===== config.mk =====
export PLATFORM = sky130hd
export DESIGN_NAME = load_hazard_scoreboard
export DESIGN_NICKNAME = d
export VERILOG_FILES = /design/src/rtl/load_hazard_scoreboard.sv
export SDC_FILE = /design/constraint.sdc
export NUM_CORES = 1
export LEC_CHECK = 0
export ABC_AREA = 1
export BUFFER_PORTS_ARGS = -buffer_cell sky130_fd_sc_hd__buf_4
export CAP_MARGIN = 20
export CORE_MARGIN = 2
export CORE_UTILIZATION = 57
export CTS_BUF_LIST = sky130_fd_sc_hd__clkbuf_4
export CTS_CLUSTER_DIAMETER = 100
export CTS_CLUSTER_SIZE = 14
export DETAILED_ROUTE_END_ITERATION = 10
export HOLD_SLACK_MARGIN = 0.15
export PLACE_DENSITY_LB_ADDON = 0.15
export SLEW_MARGIN = 25
export SYNTH_ARGS = -nofsm -noshare
export SYNTH_HDL_FRONTEND = slang
export SYNTH_SLANG_ARGS = --single-unit

===== constraint.sdc =====
create_clock -name clk_i -period 2.3 [get_ports clk_i]
set_input_delay 0.46 -clock clk_i [delete_from_list [all_inputs] [get_ports clk_i]]
set_output_delay 0.46 -clock clk_i [all_outputs]
set_load 0.02 [all_outputs]

===== src/rtl/load_hazard_scoreboard.sv =====
// Load-use hazard scoreboard: one pending bit per register for in-flight loads.
// Drives PC/IF-ID write enables, ID/EX bubble, stall counter and sticky error.
module load_hazard_scoreboard #(
  parameter int NREG  = 32,
  parameter int AW    = 5,
  parameter int CNT_W = 16
) (
  input  logic             clk_i,
  input  logic             rst_i,
  input  logic [AW-1:0]    rs1_addr_i,
  input  logic [AW-1:0]    rs2_addr_i,
  input  logic             rs1_used_i,
  input  logic             rs2_used_i,
  input  logic             issue_valid_i,
  input  logic [AW-1:0]    issue_rd_i,
  input  logic             issue_load_i,
  input  logic             flush_i,
  input  logic             mem_busy_i,
  input  logic             ld_done_i,
  input  logic [AW-1:0]    ld_rd_i,
  output logic             hazard_stall_o,
  output logic             pc_write_o,
  output logic             ifid_write_o,
  output logic             idex_bubble_o,
  output logic [CNT_W-1:0] stall_cnt_o,
  output logic             err_o
);

  localparam logic [CNT_W-1:0] CNT_MAX = {CNT_W{1'b1}};
  localparam logic [CNT_W-1:0] CNT_ONE = {{(CNT_W-1){1'b0}}, 1'b1};

  logic [NREG-1:0]  pend_q, pend_d;
  logic [CNT_W-1:0] cnt_q, cnt_d;
  logic             err_q, err_d;

  logic rs1_haz, rs2_haz;
  logic issue_eff, ld_ok;

  // A load returning this cycle lands in MEM/WB at the edge, so WB
  // forwarding covers the consumer: no stall needed.
  assign rs1_haz = rs1_used_i && (rs1_addr_i != '0)
                && pend_q[rs1_addr_i]
                && !(ld_done_i && (ld_rd_i == rs1_addr_i));
  assign rs2_haz = rs2_used_i && (rs2_addr_i != '0)
                && pend_q[rs2_addr_i]
                && !(ld_done_i && (ld_rd_i == rs2_addr_i));

  assign hazard_stall_o = rs1_haz || rs2_haz;
  assign pc_write_o     = !(hazard_stall_o || mem_busy_i);
  assign ifid_write_o   = !(hazard_stall_o || mem_busy_i);
  // Frozen pipeline holds ID/EX as-is instead of bubbling.
  assign idex_bubble_o  = hazard_stall_o && !mem_busy_i;

  assign issue_eff = issue_valid_i && !hazard_stall_o
                  && !mem_busy_i && !flush_i;
  assign ld_ok     = ld_done_i && !mem_busy_i;

  always_comb begin
    pend_d = pend_q;
    if (ld_ok)
      pend_d[ld_rd_i] = 1'b0;
    // Applied after the clear so a back-to-back load to the
    // same register keeps its bit.
    if (issue_eff && issue_load_i && (issue_rd_i != '0))
      pend_d[issue_rd_i] = 1'b1;
    pend_d[0] = 1'b0;
  end

  always_comb begin
    cnt_d = cnt_q;
    if (idex_bubble_o && (cnt_q != CNT_MAX))
      cnt_d = cnt_q + CNT_ONE;
  end

  always_comb begin
    err_d = err_q;
    if (ld_ok && (ld_rd_i != '0) && !pend_q[ld_rd_i])
      err_d = 1'b1;
  end

  always_ff @(posedge clk_i or negedge rst_i) begin
    if (!rst_i) begin
      pend_q <= '0;
      cnt_q  <= '0;
      err_q  <= 1'b0;
    end else begin
      pend_q <= pend_d;
      cnt_q  <= cnt_d;
      err_q  <= err_d;
    end
  end

  assign stall_cnt_o = cnt_q;
  assign err_o       = err_q;

endmodule


; Yosys cells after proc, flatten, opt, wreduce, memory -nomap -nowiden
; Index checks and enable logic that the tools add are counted.
[totals]
elab_cells = 61
register_bits = 48
[classes]
n_eq_ne = 3
reduce_logical = 33
bitwise = 3
add_sub_neg = 1
magnitude_cmp = 6
muxes = 12
[ops]
columns = cell, count
row1 = $mux 32, 2
row2 = $and 32x32->32, 1
row3 = $not 32->32, 1
row4 = $or 32x32->32, 1
row5 = $lt 5x6->1 const B, 4
row6 = $logic_and 1x1->1, 20
row7 = $reduce_bool 5->1, 4
row8 = $add 16x1->16 const B, 1
row9 = $ne 16x16->1 const B, 1
row10 = $bmux 1 s5, 3
row11 = $demux 1 s5, 2
row12 = $eq 5x5->1, 2
row13 = $ge 5x1->1 const B, 2
row14 = $logic_not 1->1, 7
row15 = $mux 1, 5
row16 = $logic_or 1x1->1, 2

; Depth between registers and ports, before layout
[depth]
ltp_word = 12
ltp_mapped = 14

; Least setup slack after synthesis
; OpenSTA, ideal clock, no wires.
[synth_path]
kind = input to output
startpoint = input port rs2_addr_i[2]
endpoint = output port pc_write_o
stages = 12
setup_slack_ns = 0.107
arrival_ns = 1.733
path_cell_list = buf_4 -> nor2_2 -> nand3_1 -> o21ai_1 -> inv_1 -> nand2_1 -> inv_1 -> nand3_2 -> nand2_4 -> nor2_8 -> buf_12 -> buf_4
[synth_via]
elab_chain_len = 7
word_cells_on_any_way = 12
classes_between = eq/ne: 1 / mux: 2 / reduce/logical: 9
[synth_lines]
columns = item, line_no
row1 = from (decl), 11  ; input logic [AW-1:0] rs2_addr_i,
row2 = $bmux 1 s5 (tied with other cells), 45  ; && pend_q[rs2_addr_i]
row3 = $mux 1 (not written as such) (tied with other cells), 45
row4 = $logic_and 1x1->1 or $logic_not 1->1 (tied branches), "45, 46"
row5 = $logic_and 1x1->1 (*), 46  ; && !(ld_done_i && (ld_rd_i == rs2_addr_i));
row6 = $logic_or 1x1->1 (*), 48  ; assign hazard_stall_o = rs1_haz || rs2_haz;
row7 = $logic_or 1x1->1 (*), -
row8 = $logic_not 1->1 (*), -
row9 = to (decl), 22  ; output logic pc_write_o,
; Mark *: on every way between the ends. The rest lies on a longest branch, timed or not. The select of a mux whose other input is x is not followed.

; Worst setup path in the final report
[layout_path]
startpoint = register pend_q[7]
endpoint = output port ifid_write_o
[layout_via]
elab_chain_len = 7
word_cells_on_any_way = 11
classes_between = mux: 4 / reduce/logical: 7
[layout_lines]
columns = item, line_no
row1 = from (decl), 32  ; logic [NREG-1:0] pend_q, pend_d;
row2 = from (signal assigned), 87  ; pend_q <= pend_d;
row3 = $bmux 1 s5 (on tied branches), "42, 45"
row4 = $mux 1 (on tied branches), "42, 45"
row5 = $logic_and 1x1->1 (on tied branches), "42, 45"
row6 = $logic_and 1x1->1 (on tied branches), "43, 46"
row7 = $logic_or 1x1->1 (*), 48
row8 = $logic_or 1x1->1 (*), 50  ; assign ifid_write_o = !(hazard_stall_o || mem_busy_i);
row9 = $logic_not 1->1 (*), 50
row10 = to (decl), 23  ; output logic ifid_write_o,
; Marked as above.

==> metrics.yaml <==
run_status:
  outcome: "complete, but fails checks"
  violations: "setup timing"
job:
  maxCapViolCount: 0
setup_path:
  crit_path_frequent_cell: "nand2_1"
  reg2reg_slack_ps: 300
  crit_fanout: 4
  worst-path-buf-inv: 2
  critPathArrivalTime_ps: 1850
  path_cells: "inv_1 -> nand2_1 -> nand3_1 -> a21oi_1 -> nor2_1 -> nand2_1 -> nand3_2 -> nand2_4 -> nor2_8 -> buf_6"
  worstSetupPathType: "reg2out"
  endpoint_kind: "primary output"
  r2r_cells: 13
  worstReg2RegStart: "pend_q[19]$_DFF_PN0_"
  timing.rr.end: "stall_cnt_o[1]$_DFFE_PN0P_"
  cp-start-kind: "flop"
  cp_top_family: "simple AND/OR/NAND/NOR gates"
  slowest_delay_ps: 400
  critPathSlowestCell: "dfrtp_1"
  worstPathRequired_ps: 1840
min_path:
  holdPathStages: 5
  min_path_type: "in2reg"
  min_to: "err_o$_DFFE_PN0P_"
  hp-start: "ld_done_i"
timing:
  fin_ws_ps: -5.33
  clock_skew_ps: 24.3
  tightest_slew_ps: 618
  timing.fmax_ghz: 0.434
  hold_slack_ps: 483
  drv_slew: 0
  hold_viol: 0
  rsz0062_at_grt: "yes"
  relSlewSlack_pct: 58.8
  finalCritPeriodShare_pct: 100
  fin_crit_ps: 2310
  setup_viol: 2
detailed_routing:
  finalWirelength_um: 12700
  vias: 4410
  vias_per_cell: 5.87
  post-route-drc-count: 0
  final_antenna_net_count: 0
  drt_iter0_drc: 390
  post_drt_wl_per_cell_um: 16.9
  dr.pass1.iters: 6
clock_tree:
  cts.clk_slew.worst_paths_ps: 160
  clock_latency_ps: 380
  cts_max_path_buffers: 2
  cts-root-buf: "clkbuf_4"
  cts.sinks: 48
  cts_max_level: 2
  cts_tree: "done"
  cts_buffers: 5
grt:
  grt_antenna_before_repair: 0
  grt_start_max_net_pins: 49
  grt-ovfl-total: 0
  grtUsageTotal_pct: 34.3
  grt_pass1_vias: 4077
  grt_pass1_wl_um: 20700
synthesis:
  synth-edff-count: 0
  synth_cell_type_count: 39
  synthArstFlopShare_pct: 100
  synthAdderAreaFrac_pct: 0.311
  ys_dominant_reg_cell: "dfrtp_1"
  syn_inst: 605
  synth_area_leader_cell: "dfrtp_1"
  synth-compound-area-share_pct: 10.9
  synth-xor-area-share_pct: 2.83
  synth_seq_cells: 48
  synthTopCellsByArea: "dfrtp_1 (30%), nand2_1 (16%), nand3_2 (7.7%), nand3_1 (7.2%), inv_1 (6.9%)"
  synth_top_family_by_area: "simple AND/OR/NAND/NOR gates"
  avgSynthCellArea_um2: 6.66
  synth_common_cells: "nand2_1 (174), inv_1 (74), nand3_1 (58), nor2_1 (51), o21ai_0 (51)"
  synthMuxAreaShare_pct: 0
  synth_top_area_share_pct: 29.8
  synth_most_common_cell: "nand2_1"
  synth-seq-area-share_pct: 29.8
  ys_warn_count: 0
  synth-simple-area-share_pct: 43.6
  syn_area_um2: 4030
  syn-num-nets: 635
final_layout:
  drive_above_1_share_pct: 20.8
  area_delta_synth_final_pct: 13.8
  num_antenna_cells: 0
  nets: 684
  final_core_util_pct: 67.1
placement:
  gp_congestion: 0.996
  portBuffers: 49
  dp_hpwl_um: 9680
floorplan:
  coreArea_um2: 6830
  die_area_um2: 7750
  rows: 30
  die_w_um: 88.1
  fp.dieH_um: 88.1
  start_util_pct: 59.0
  io_pins: 50
power:
  p_leak_uw: 0.00227
  vdd_drop_max_uv: 541
  p_per_area_nw_per_um2: 505
==> worst max-delay path by stage <==
stage	start	depth (start not counted)	slack [ps]	end
finish	pend_q[7]$_DFF_PN0_	10	-5	ifid_write_o
global route	pend_q[20]$_DFF_PN0_	11	-100	ifid_write_o
CTS	pend_q[19]$_DFF_PN0_	10	-10	pc_write_o
detailed placement	rs1_addr_i[0]	15	90	pend_q[13]$_DFF_PN0_
global placement	rs1_addr_i[0]	13	130	pc_write_o
floorplan	rs2_addr_i[2]	12	110	pc_write_o
==> routing by layer <==
layer  up-vias  GRT usage (%)  wire length [um]
li1       2077              -                 -
met1      2051           47.1              5240
met2       245           55.3              5920
met3        37           6.22              1090
met4         0           10.9               415
met5         -              0                 0
==> per-stage QoR <==
step / setup TNS, ps / setup slack [ps] / total power, uW / instances / instance area, um2
after global placement: 0 / 128 / 1640 / 738 / 4400
after global routing: -316 / -104 / 2440 / 751 / 4580
after floorplan: 0 / 107 / 1410 / 605 / 4030
after CTS: -23.1 / -10.4 / 2300 / 749 / 4530
final: -6.10 / -5.33 / 2310 / 751 / 4580
after detailed placement: 0 / 91.7 / 1650 / 738 / 4400
==> state kept, by name, indices dropped and copies added (netlist names) <==
name / flops
pend_q: 31
stall_cnt_o: 16
err_o: 1
==> timing repair <==
item / 4_1_cts / 5_1_grt
hold buffers: 1 / 0
pin swaps: 0 / 3
endpoints found under the hold margin: 48 / 0
buffers inserted: 2 / 2
gates cloned: 0 / 0
gates resized for setup: 7 / 17
endpoints found under the setup margin: 3 / 4
==> cells in the final DEF (no fill, tap or decap), types with 18 or more instances in the layout <==
cell / n
nand2_1: 169
inv_1: 63
buf_4: 59
nand3_1: 55
nor2_1: 51
o21ai_0: 50
dfrtp_1: 46
nand3_2: 34
nand4_1: 21
inv_2: 18
==> power by group <==
group | total [uW] | switching (uW) | internal [uW]
registers | 981 | 73.6 | 907
clock network | 640 | 298 | 342
logic | 693 | 454 | 240
total | 2310 | 826 | 1490
==> logic make-up (layout without fill, tap and decap cells) <==
family	count (synthesis)	in the layout
compound gates	80	80
buf+inv	103	153
flops	48	48
xor+xnor	13	13
fa+ha+maj	1	1
simple gates	360	360
==> final cells by class <==
cell class	instances	area, um2
Clock buffer	5	37.5
Clock inverter	3	68.8
Tap cell	96	120
Multi-Input combinational cell	454	2350
Timing Repair Buffer	63	495
Fill cell	648	2250
Inverter	82	308
Sequential cell	48	1200
==> worst reg2reg max path: cells and delay by family, from the launching register on <==
family | cells | cell delay [ps]
buffers and inverters | 3 | 370
and+or+nand+nor | 9 | 920
AOI/OAI and AO/OA | 1 | 140
DFF | 1 | 470
(Power assumes the default switching activity.)
